==> config.mk <==
export PLATFORM = sky130hd
export DESIGN_NAME = iqft_2_qubit_seq
export DESIGN_NICKNAME = d
export VERILOG_FILES = /design/src/rtl/iqft_2_qubit_seq_pkg.sv /design/src/rtl/iqft_2_qubit_seq_butterfly.sv /design/src/rtl/iqft_2_qubit_seq.sv
export SDC_FILE = /design/constraint.sdc
export NUM_CORES = 1
export LEC_CHECK = 0
export ABC_AREA = 1
export BUFFER_PORTS_ARGS = -buffer_cell sky130_fd_sc_hd__clkbuf_2
export CAP_MARGIN = 20
export CORE_MARGIN = 1.5
export CORE_UTILIZATION = 51
export CTS_CLUSTER_SIZE = 20
export DETAILED_ROUTE_END_ITERATION = 10
export PLACE_DENSITY = 0.72
export SYNTH_ARGS = -nofsm -noshare
export SYNTH_HDL_FRONTEND = slang
export SYNTH_HIERARCHICAL = 1
export SYNTH_SLANG_ARGS = --single-unit
==> constraint.sdc <==
create_clock -name clk -period 6.23 [get_ports clk]
set_clock_uncertainty 0.05 [all_clocks]
set_input_delay 1.246 -clock clk [delete_from_list [all_inputs] [get_ports clk]]
set_output_delay 1.246 -clock clk [all_outputs]
set_load 0.02 [all_outputs]
==> src/rtl/iqft_2_qubit_seq_pkg.sv <==
// Shared fixed-point (S_3.4) constants and FSM encoding for the sequential 2-qubit inverse QFT.
package iqft_2_qubit_seq_pkg;

  localparam int TOTAL_BITS = 8;
  localparam int FX_BITS    = 4;
  localparam int AMP_W      = TOTAL_BITS * 2;
  localparam int VEC_W      = AMP_W * 4;

  localparam logic signed [TOTAL_BITS-1:0] ONE_OVER_SQRT2 = 8'sd11;
  localparam logic signed [TOTAL_BITS-1:0] FX_MAX         = 8'sd127;
  localparam logic signed [TOTAL_BITS-1:0] FX_MIN         = -8'sd128;

  typedef enum logic [2:0] {
    IDLE = 3'd0,
    PERM = 3'd1,
    H0   = 3'd2,
    H1   = 3'd3,
    DONE = 3'd4
  } iqft_state_t;

endpackage

==> src/rtl/iqft_2_qubit_seq_butterfly.sv <==
// Combinational Hadamard butterfly on two complex S_3.4 amps: (a+b)/sqrt2, (a-b)/sqrt2.
// Optional IQFT_SAT_EN: saturate sum/difference and scaled result instead of wrapping.
module iqft_butterfly
  import iqft_2_qubit_seq_pkg::*;
(
  input  logic [AMP_W-1:0] amp_a,
  input  logic [AMP_W-1:0] amp_b,
  output logic [AMP_W-1:0] sum_s,
  output logic [AMP_W-1:0] diff_s
);

  function automatic logic signed [TOTAL_BITS-1:0] addsub_fx(
    input logic signed [TOTAL_BITS-1:0] x,
    input logic signed [TOTAL_BITS-1:0] y,
    input logic                         sub
  );
    logic signed [TOTAL_BITS:0] xe;
    logic signed [TOTAL_BITS:0] ye;
    logic signed [TOTAL_BITS:0] r;
    xe = x;
    ye = y;
    r  = sub ? (xe - ye) : (xe + ye);
`ifdef IQFT_SAT_EN
    if (r > 9'sd127)
      return FX_MAX;
    else if (r < -9'sd128)
      return FX_MIN;
    else
      return r[TOTAL_BITS-1:0];
`else
    return r[TOTAL_BITS-1:0];
`endif
  endfunction

  // Product at double width, floor shift, then wrap (or clamp) back to TOTAL_BITS.
  function automatic logic signed [TOTAL_BITS-1:0] scale_fx(
    input logic signed [TOTAL_BITS-1:0] x
  );
    logic signed [2*TOTAL_BITS-1:0] xe;
    logic signed [2*TOTAL_BITS-1:0] ce;
    logic signed [2*TOTAL_BITS-1:0] p;
    logic signed [2*TOTAL_BITS-1:0] sh;
    xe = x;
    ce = ONE_OVER_SQRT2;
    p  = xe * ce;
    sh = p >>> FX_BITS;
`ifdef IQFT_SAT_EN
    if (sh > 16'sd127)
      return FX_MAX;
    else if (sh < -16'sd128)
      return FX_MIN;
    else
      return sh[TOTAL_BITS-1:0];
`else
    return sh[TOTAL_BITS-1:0];
`endif
  endfunction

  logic signed [TOTAL_BITS-1:0] a_re, a_im, b_re, b_im;

  always_comb begin
    a_re   = amp_a[AMP_W-1:TOTAL_BITS];
    a_im   = amp_a[TOTAL_BITS-1:0];
    b_re   = amp_b[AMP_W-1:TOTAL_BITS];
    b_im   = amp_b[TOTAL_BITS-1:0];
    sum_s  = {scale_fx(addsub_fx(a_re, b_re, 1'b0)), scale_fx(addsub_fx(a_im, b_im, 1'b0))};
    diff_s = {scale_fx(addsub_fx(a_re, b_re, 1'b1)), scale_fx(addsub_fx(a_im, b_im, 1'b1))};
  end

endmodule

==> src/rtl/iqft_2_qubit_seq.sv <==
// Sequential 2-qubit inverse QFT: SWAP -> CPHASE(-pi/2) -> H on Q0, one shared butterfly.
// Optional IQFT_SAT_EN: saturating arithmetic (including -(-128) -> +127 in the phase step).
module iqft_2_qubit_seq
  import iqft_2_qubit_seq_pkg::*;
(
  input  logic             clk,
  input  logic             rst_n,
  input  logic             in_valid,
  output logic             in_ready,
  input  logic [VEC_W-1:0] q_state_in,
  output logic             out_valid,
  input  logic             out_ready,
  output logic [VEC_W-1:0] q_state_out,
  output logic             busy
);

  function automatic logic signed [TOTAL_BITS-1:0] neg_fx(
    input logic signed [TOTAL_BITS-1:0] x
  );
`ifdef IQFT_SAT_EN
    return (x == FX_MIN) ? FX_MAX : -x;
`else
    return -x;
`endif
  endfunction

  iqft_state_t state, state_nxt;

  logic [AMP_W-1:0] a00, a01, a10, a11;
  logic [AMP_W-1:0] bf_a, bf_b, bf_sum, bf_diff;
  logic [VEC_W-1:0] q_out_r;

  always_ff @(posedge clk or negedge rst_n) begin
    if (!rst_n)
      state <= IDLE;
    else
      state <= state_nxt;
  end

  always_comb begin
    state_nxt = state;
    in_ready  = 1'b0;
    out_valid = 1'b0;
    busy      = 1'b1;
    case (state)
      IDLE: begin
        in_ready = 1'b1;
        busy     = 1'b0;
        if (in_valid)
          state_nxt = PERM;
      end
      PERM:    state_nxt = H0;
      H0:      state_nxt = H1;
      H1:      state_nxt = DONE;
      DONE: begin
        out_valid = 1'b1;
        if (out_ready)
          state_nxt = IDLE;
      end
      default: state_nxt = IDLE;
    endcase
  end

  // The single butterfly serves (a00,a10) in H0 and (a01,a11) in H1.
  always_comb begin
    bf_a = (state == H0) ? a00 : a01;
    bf_b = (state == H0) ? a10 : a11;
  end

  iqft_butterfly u_bf (
    .amp_a  (bf_a),
    .amp_b  (bf_b),
    .sum_s  (bf_sum),
    .diff_s (bf_diff)
  );

  always_ff @(posedge clk or negedge rst_n) begin
    if (!rst_n) begin
      a00     <= '0;
      a01     <= '0;
      a10     <= '0;
      a11     <= '0;
      q_out_r <= '0;
    end else begin
      case (state)
        IDLE: begin
          if (in_valid) begin
            a00 <= q_state_in[4*AMP_W-1:3*AMP_W];
            a01 <= q_state_in[3*AMP_W-1:2*AMP_W];
            a10 <= q_state_in[2*AMP_W-1:AMP_W];
            a11 <= q_state_in[AMP_W-1:0];
          end
        end
        PERM: begin
          // Multiply by -i: (re, im) -> (im, -re).
          a01 <= a10;
          a10 <= a01;
          a11 <= {a11[TOTAL_BITS-1:0], neg_fx(a11[AMP_W-1:TOTAL_BITS])};
        end
        H0: begin
          a00 <= bf_sum;
          a10 <= bf_diff;
        end
        H1: begin
          a01     <= bf_sum;
          a11     <= bf_diff;
          q_out_r <= {a00, bf_sum, a10, bf_diff};
        end
        default: ;
      endcase
    end
  end

  assign q_state_out = q_out_r;

endmodule

; Word level (Yosys, flattened, before mapping)
; Index checks and enable logic that the tools add are counted.
[totals]
regBits = 131
latchBits = 0
mem_bits_rw = 0
romBits = 0
in_bits = 68
output_inout_bits = 67
word_cells = 45
mem_count = 0
[op_classes]
addsub = 5
n_mul = 4
div_mod_pow = 0
magnitude_cmp = 0
n_eq_ne = 6
shifts = 0
muxes = 16
n_bitwise = 0
n_reduce_logical = 8
[op_table]
columns = op, count
row1 = 16-bit case mux with 3 select lines, 3
row2 = 16-bit two-way mux, 6
row3 = 8-bit by 5-bit multiplier with 12-bit output (second input constant), 4
row4 = 16-bit case mux with 2 select lines, 1
row5 = 8-bit adder, 2
row6 = 8-bit subtractor, 2
row7 = 3-bit case mux with 5 select lines, 1
row8 = 8-bit negation, 1
row9 = 2-bit AND reduction, 4
row10 = 3-bit by 2-bit equality test with 1-bit output (second input constant), 2
row11 = 3-bit two-way mux, 2
row12 = 3-bit nonzero test, 2
row13 = 2-bit != test (second input constant), 2
row14 = 3-bit by 1-bit equality test with 1-bit output (second input constant), 1
row15 = 3-bit equality test (second input constant), 1
row16 = 3-bit zero test, 1
row17 = 1-bit two-way mux, 3
row18 = 2-bit nonzero test, 1

; Logic depth before layout (Yosys ltp)
; Gate-level depths: netlist of run 1.
[depth]
ltp_word = 5
mapped_depth = 35
depth_no_buf = 33

; By module
; The synthesis of run 1 kept the hierarchy.
[modules_own_cells]
columns = module, instances, cells_per_inst, area_each_um2, seq_area_each_um2
row1 = iqft_2_qubit_seq, 1, 836, 6258.5, 3278.1
row2 = iqft_butterfly, 1, 579, 3987.6, 0.0

; Worst setup path before layout of run 1
; No wires, ideal clock.
[synth_timing]
kind = flip-flop to flip-flop
from = register state[0]
to = register a11[6]
setup_time_ns = 0.077
t_arrival_ns = 4.457
required_ns = 6.103
slack_ns = 1.645
stages_incl_launch_ff = 26
n_path_buf = 1
period_less_slack_ns = 4.585
path_cell_list = dfrtp_1 > nor2_2 > nand2_2 > clkbuf_1 > o21ai_0 > ha_1 > nand3_1 > nand2_1 > a21oi_1 > xor2_1 > ha_1 > inv_1 > fa_1 > inv_1 > ha_1 > inv_1 > o21bai_1 > a21boi_0 > a21boi_1 > nor2_1 > nand3b_1 > nand2_1 > nand2_1 > nand2_1 > nor2_1 > a21oi_1
[synth_between]
elab_chain_len = 5
elab_cells_between_ends = 12
classes_between = 1 x add/sub / 1 x mul / 4 x eq/ne / 3 x mux / 3 x reduce/logical
[synth_rtl]
columns = element, line_no
row1 = "start, declared", iqft_2_qubit_seq.sv:27  ; iqft_state_t state, state_nxt;
row2 = "start signal, assigned", iqft_2_qubit_seq.sv:37  ; state <= state_nxt;
row3 = 3-bit by 2-bit equality test with 1-bit output, iqft_2_qubit_seq.sv:66  ; bf_a = (state == H0) ? a00 : a01;
row4 = 16-bit two-way mux, iqft_2_qubit_seq.sv:66
row5 = named net bf_a[1], iqft_2_qubit_seq.sv:30  ; logic [AMP_W-1:0] bf_a, bf_b, bf_sum, bf_diff;
row6 = 8-bit subtractor, -
row7 = 8-bit by 5-bit multiplier with 12-bit output, iqft_2_qubit_seq_butterfly.sv:45  ; p = xe * ce;
row8 = named net bf_diff[6], iqft_2_qubit_seq.sv:30
row9 = 16-bit case mux with 3 select lines, iqft_2_qubit_seq.sv:85  ; case (state)
row10 = "end signal, assigned", iqft_2_qubit_seq.sv:91  ; a11 <= q_state_in[AMP_W-1:0];
row11 = "end signal, assigned", iqft_2_qubit_seq.sv:98  ; a11 <= {a11[TOTAL_BITS-1:0], neg_fx(a11[AMP_W-1:TOTAL_BITS])};
row12 = "end signal, assigned", iqft_2_qubit_seq.sv:106  ; a11 <= bf_diff;
row13 = "end, declared", iqft_2_qubit_seq.sv:29  ; logic [AMP_W-1:0] a00, a01, a10, a11;
; The timed path passes the listed nets, and every way through them passes these cells.
; A chain may end at the register's enable or synchronous reset.

; Worst setup path after layout of run 1
[layout_timing]
from = register state[0]
to = register a11[7]
; Same word-level chain as after synthesis.

==> results.ini, run 1 <==
[run_status]
outcome = finished, final reports clean

[synth]
synth.net_count = 1593
synth_xor_xnor_area_share_pct = 5.35
synthesis.yosys.warnings = 6
synth_async_sr_flop_share_pct = 100
synth_sequential_area_ratio_pct = 32.0
syn_area_per_cell_um2 = 7.24
synthMuxAreaShare_pct = 0
synth_compound_area_share_pct = 11.2
post_synth_instance_area_mm2 = 0.0102
synth_ff_type = sky130_fd_sc_hd__dfrtp_1
post_synth_and_or_nand_nor_area_fraction_pct = 28.2
synth_seq_cells = 131
ys_types = 45
synth_fa_ha_area_share_pct = 14.6
postSynthCellCount = 1415
synth-edff-count = 0
largest_family_of_logic_cells_by_synthesized_area = simple AND/OR/NAND/NOR gates

[cts]
cts.htree.levels = 4
cts-buffers-inserted = 17
post-cts-setup-buffer-count = 0
clk_transition_reported_paths_ns = 0.07
clock-root-buffer = sky130_fd_sc_hd__clkbuf_16
worstSkewPairLatency_ns = 0.44
cts_tree = done
ctsHoldBuffers = 0
clock-sinks = 131
cts-root-to-sink-buffers = 2
post_cts_resized = 0

[drt]
initialDrtViolationCount = 771
detail_route.first_pass.iterations = 5
met1_length_um = 12700
drt_drc_violations_left = 0
via_count = 9711
route.antenna.remaining_nets = 0
top_layer_used = met4
postRouteWirelength_um = 29900
routed_wl_met3_um = 1570
routed_via_density = 5.38
drt_wl_cell_um = 16.6
met2_length_um = 14500

[placement]
port_buffers = 134
finalWeightedCongestion = 0.888
placed_cells_incl_taps = 1773
postPlaceCellArea_mm2 = 0.0111
dp_hpwl_um = 22200

[cells_and_area]
stdcell_area_mm2 = 0.0117
area_growth_syn_to_layout_pct = 14.3
n_antenna_cell = 0
post_route_cells_drive_above_1_share_pct = 15.5
total_nets_final = 1705
layoutNonFillerInstCount = 1805

[die]
initial_core_util_pct = 52.3
fp.coreArea_mm2 = 0.0196
pin_count = 135
die-height_um = 145
dieArea_mm2 = 0.0209
fp-row-count = 51
fp.dieW_um = 145

[sta]
slew-limit-headroom_pct = 31.1
setup_viol = 0
pins_over_their_slew_limit = 0
tns_ns = 0
hold_viol_final = 0
rsz0062_at_grt = no
fmax_ghz = 0.180
timing_worst_slew_pin_value_ns = 1.03
post_route_fraction_of_the_period_consumed_by_the_critical_path_pct = 89.0
fin_crit_ns = 5.54

[critical_path]
cp-end-kind = flip-flop
timing.critical_path.fanout_max = 57
reg2regPathDepth = 26
critPathArrivalTime_ns = 5.86
critPathKind = reg -> reg
required_ns = 6.55
category_of_the_worst_setup_path_launch_point = flip-flop

[global_routing]
grt_first_pass_wirelength_um = 46900
grt_start_max_net_pins = 88
vias_in_the_first_global_route = 9179
total_congestion_overflow = 0
antenna_violations_before_repair = 0
gr-usage-all-layers_pct = 29.5

[worst_hold_path]
worstHoldPathType = reg -> reg
whs_path_depth = 2

[job]
number_of_maximum_capacitance_constraint_violations = 0

[path summary, 6_finish.rpt]
kind / startpoint / end / slack (ns)
setup / recovery: state[0] / a11[7] / 0.69
hold / removal: q_state_out[41] / q_state_out[41] / 0.42
setup reg to reg: state[0] / a11[7] / 0.69
hold reg to reg: q_state_out[41] / q_state_out[41] / 0.42
max in group asynchronous: rst_n / a10[9] / 4.23
min in group asynchronous: rst_n / q_state_out[49] / 0.80
[area by class of cell]
| class | instances | area (µm²) |
|---|---|---|
| Clock inverter | 15 | 193 |
| Fill cell | 1863 | 7880 |
| Timing Repair Buffer | 141 | 742 |
| Inverter | 175 | 657 |
| Tap cell | 265 | 332 |
| Clock buffer | 17 | 425 |
| Sequential cell | 131 | 3280 |
| Multi-Input combinational cell | 1061 | 6080 |
[logic make-up after synthesis]
| kind of cell | count (synthesis) |
|---|---|
| xor+xnor | 57 |
| flops | 131 |
| simple gates | 703 |
| compound gates | 191 |
| buf+inv | 223 |
| fa+ha+maj | 110 |
[cell usage after synthesis, types with 2 or more instances]
| cell | count | area share, % |
|---|---|---|
| sky130_fd_sc_hd__a21boi_2 | 2 | 0.22 |
| sky130_fd_sc_hd__xnor2_1 | 13 | 1.1 |
| sky130_fd_sc_hd__xor2_2 | 4 | 0.63 |
| sky130_fd_sc_hd__nand4_1 | 6 | 0.37 |
| sky130_fd_sc_hd__nor2_4 | 3 | 0.33 |
| sky130_fd_sc_hd__a21oi_1 | 36 | 1.8 |
| sky130_fd_sc_hd__or2_2 | 4 | 0.24 |
| sky130_fd_sc_hd__a31o_2 | 2 | 0.17 |
| sky130_fd_sc_hd__nor2_1 | 73 | 2.7 |
| sky130_fd_sc_hd__o21ai_1 | 3 | 0.15 |
| sky130_fd_sc_hd__o211ai_1 | 20 | 1.5 |
| sky130_fd_sc_hd__buf_2 | 21 | 1.0 |
| sky130_fd_sc_hd__nand3_1 | 68 | 3.3 |
| sky130_fd_sc_hd__buf_4 | 5 | 0.37 |
| sky130_fd_sc_hd__a31oi_1 | 3 | 0.18 |
| sky130_fd_sc_hd__a21oi_2 | 5 | 0.43 |
| sky130_fd_sc_hd__inv_1 | 162 | 5.9 |
| sky130_fd_sc_hd__nand3_2 | 4 | 0.39 |
| sky130_fd_sc_hd__o21ai_0 | 86 | 4.2 |
| sky130_fd_sc_hd__nor2_2 | 3 | 0.18 |
| sky130_fd_sc_hd__nand3b_1 | 4 | 0.29 |
| sky130_fd_sc_hd__xor2_1 | 39 | 3.3 |
| sky130_fd_sc_hd__a41oi_1 | 2 | 0.17 |
| sky130_fd_sc_hd__fa_1 | 16 | 3.1 |
| sky130_fd_sc_hd__nand2_2 | 19 | 1.2 |
| sky130_fd_sc_hd__a21o_1 | 5 | 0.37 |
| sky130_fd_sc_hd__o21bai_1 | 6 | 0.44 |
| sky130_fd_sc_hd__clkbuf_1 | 20 | 0.73 |
| sky130_fd_sc_hd__o31ai_1 | 16 | 1.2 |
| sky130_fd_sc_hd__nand2_1 | 514 | 19 |
| sky130_fd_sc_hd__nand2_4 | 2 | 0.22 |
| sky130_fd_sc_hd__dfrtp_1 | 131 | 32 |
| sky130_fd_sc_hd__inv_2 | 13 | 0.48 |
| sky130_fd_sc_hd__ha_1 | 94 | 11 |
[cells in the final DEF, fill, tap and decap left out, drive strengths merged]
master	instances
a21boi	4
a21o	5
a21oi	42
a31o	2
a31oi	3
a41oi	2
and2	1
buf	8
bufinv	2
clkbuf	150
clkinv	5
dfrtp	131
fa	16
ha	94
inv	183
nand2	535
nand3	72
nand3b	4
nand4	6
nor2	79
nor3	1
o211ai	20
o21a	1
o21ai	90
o21bai	6
o31ai	16
or2	5
xnor2	13
xor2	44
[critical path, stage by stage, from the launching register on]
cell,delay (ns)
sky130_fd_sc_hd__dfrtp_1,0.44
sky130_fd_sc_hd__nor2_2,0.20
sky130_fd_sc_hd__nand2_2,0.16
sky130_fd_sc_hd__buf_12,0.23
sky130_fd_sc_hd__o21ai_0,0.62
sky130_fd_sc_hd__ha_1,0.38
sky130_fd_sc_hd__nand3_1,0.09
sky130_fd_sc_hd__nand2_1,0.14
sky130_fd_sc_hd__a21oi_1,0.19
sky130_fd_sc_hd__xor2_1,0.41
sky130_fd_sc_hd__ha_1,0.19
sky130_fd_sc_hd__inv_1,0.05
sky130_fd_sc_hd__fa_1,0.53
sky130_fd_sc_hd__inv_1,0.05
sky130_fd_sc_hd__ha_1,0.32
sky130_fd_sc_hd__inv_1,0.06
sky130_fd_sc_hd__o21bai_1,0.17
sky130_fd_sc_hd__a21boi_0,0.15
sky130_fd_sc_hd__a21boi_1,0.28
sky130_fd_sc_hd__nand3_2,0.12
sky130_fd_sc_hd__nand2_1,0.07
sky130_fd_sc_hd__nand2_1,0.04
sky130_fd_sc_hd__nand2_1,0.07
sky130_fd_sc_hd__nand2_1,0.09
sky130_fd_sc_hd__nand2_1,0.12
sky130_fd_sc_hd__nor2_1,0.05
sky130_fd_sc_hd__a21oi_1,0.16
[registers in the layout (all words and copies together) (netlist names)]
name,count
a11,16
a01,16
a10,16
a00,16
q_state_out,64
state,3
[per-stage QoR]
| stage | worst slack [ns] | utilization, % | hold slack, ns |
|---|---|---|---|
| after floorplan | 1.65 | - | 0.399 |
| after global routing | 0.281 | 59.8 | 0.448 |
| final | 0.688 | 59.8 | 0.424 |
| after global placement | 1.01 | 56.6 | 0.407 |
| after CTS | 0.748 | 59.8 | 0.426 |
| after detailed placement | 0.870 | 56.6 | 0.408 |
[per-layer routing]
layer  track usage [%]  vias to the layer above
li1                  -                     4704
met1              36.3                     4566
met2              51.3                      368
met3              4.11                       73
met4              13.5                        0
met5                 0                        -
Power of run 1 is left out: the tool's default activity adds up to more than one toggle a clock period on the data nets, which glitch-free logic cannot reach.
==> run 2, diff against run 1 <==
--- a/config.mk
+++ b/config.mk
@@ -12,7 +12,8 @@
 export CORE_UTILIZATION = 51
 export CTS_CLUSTER_SIZE = 20
 export DETAILED_ROUTE_END_ITERATION = 10
-export PLACE_DENSITY = 0.72
+export MAX_ROUTING_LAYER = met4
+export PLACE_DENSITY_LB_ADDON = 0.05
 export SYNTH_ARGS = -nofsm -noshare
 export SYNTH_HDL_FRONTEND = slang
 export SYNTH_HIERARCHICAL = 1
==> results.ini, run 2 (same netlist as run 1, synthesis figures left out) <==
[cells_and_area]
mostFrequentLayoutCell = sky130_fd_sc_hd__nand2_1
mostFrequentLayoutCells = sky130_fd_sc_hd__nand2_1 (514), sky130_fd_sc_hd__inv_1 (162), sky130_fd_sc_hd__clkbuf_2 (133)
area_growth_syn_to_layout_pct = 14.1
n_antenna_cell = 0
total_nets_final = 1705
post_route_cells_drive_above_1_share_pct = 15.5
largest_register_ff_count = 64

[cts]
post_cts_resized = 0
cts_tree = done
cts.htree.levels = 4
post-cts-setup-buffer-count = 0
cts-root-to-sink-buffers = 2
ctsHoldBuffers = 0
cts-buffers-inserted = 17
clk_transition_reported_paths_ns = 0.07
clock-sinks = 131
worstSkewPairLatency_ns = 0.43
clock-root-buffer = sky130_fd_sc_hd__clkbuf_16

[critical_path]
timing.critical_path.fanout_max = 54
rrSetupSlack_ns = 0.70
category_of_the_worst_setup_path_launch_point = flip-flop
required_ns = 6.54
critPathKind = reg -> reg
critPathArrivalTime_ns = 5.84
cp_slowest_cell = sky130_fd_sc_hd__fa_1
cp-end-kind = flip-flop
max_stage_delay_ns = 0.53

[global_routing]
grt_first_pass_wirelength_um = 48100
total_congestion_overflow = 0
antenna_violations_before_repair = 0
grt_start_max_net_pins = 98
vias_in_the_first_global_route = 8895
gr-usage-all-layers_pct = 31.4

[placement]
finalWeightedCongestion = 0.932
dp_hpwl_um = 24000
port_buffers = 134

[drt]
drt_drc_violations_left = 0
drt_wl_cell_um = 17.1
route.antenna.remaining_nets = 0
routed_via_density = 5.25
detail_route.first_pass.iterations = 6
postRouteWirelength_um = 30900
initialDrtViolationCount = 694
via_count = 9481

[worst_hold_path]
worstHoldPathType = reg -> reg

[sta]
rsz0062_at_grt = no
hold_viol_final = 0
timing_worst_slew_pin_value_ns = 0.963
fin_crit_ns = 5.53
slew-limit-headroom_pct = 35.6
tns_ns = 0
setup_viol = 0
fmax_ghz = 0.181
post_route_fraction_of_the_period_consumed_by_the_critical_path_pct = 88.8
pins_over_their_slew_limit = 0

[die]
dieArea_mm2 = 0.0209
die-height_um = 145
fp.coreArea_mm2 = 0.0196
initial_core_util_pct = 52.3
fp.dieW_um = 145
pin_count = 135
fp-row-count = 51

[run_status]
outcome = finished, final reports clean

[job]
number_of_maximum_capacitance_constraint_violations = 0

run 2: cell types whose count changed in the layout (fill, tap and decap cells not counted):
| cell | previous run | this run |
|---|---|---|
| sky130_fd_sc_hd__clkinvlp_4 | 0 | 1 |
| sky130_fd_sc_hd__inv_6 | 5 | 7 |
| sky130_fd_sc_hd__clkbuf_8 | 0 | 1 |
| sky130_fd_sc_hd__clkinv_4 | 2 | 1 |
| sky130_fd_sc_hd__inv_8 | 3 | 2 |
| sky130_fd_sc_hd__clkinv_8 | 2 | 0 |
run 2: through the flow:
step / hold slack (ns) / std cells / area, µm² / setup WS (ns) / util [%]
6_report: 0.425 / 1805 / 11700 / 0.701 / 59.7
5_1_grt: 0.444 / 1805 / 11700 / 0.195 / 59.7
4_1_cts: 0.428 / 1805 / 11700 / 0.737 / 59.7
3_5_place_dp: 0.413 / 1773 / 11100 / 0.752 / 56.6
3_3_place_gp: 0.405 / 1773 / 11100 / 0.861 / 56.6
2_1_floorplan: 0.399 / 1415 / 10200 / 1.65 / -
run 2: worst paths after layout:
check                           startpoint  depth (start not counted)         endpoint
max                               state[0]                         26           a11[6]
min                        q_state_out[34]                          2  q_state_out[34]
max reg2reg                       state[0]                         26           a11[6]
min reg2reg                q_state_out[34]                          2  q_state_out[34]
max in group asynchronous            rst_n                          2           a01[1]
min in group asynchronous            rst_n                          1  q_state_out[34]
run 2: critical path: cells and delay by family, from the launching register on:
family	cells	cell delay [ns]
AO/OA/AOI/OAI	6	1.42
AND/OR/NAND/NOR	10	1.16
adder cells (fa/ha/maj)	4	1.37
buffers and inverters	5	0.56
flip-flops	1	0.43
XOR/XNOR	1	0.43
run 2: layer usage:
metal  track usage [%]  wire, µm  up-vias
li1                  -         -     4696
met1              40.9     13400     4442
met2              52.1     15400      307
met3              3.22      1570       36
met4              9.09       566        0
met5                 -         0        -
run 2: layout make-up:
cell class | instances | area, µm²
Clock buffer | 18 | 439
Multi-Input combinational cell | 1061 | 6080
Sequential cell | 131 | 3280
Inverter | 175 | 657
Timing Repair Buffer | 141 | 742
Tap cell | 265 | 332
Clock inverter | 14 | 165
Fill cell | 1945 | 7900
Power of run 2 is left out for the same reason.
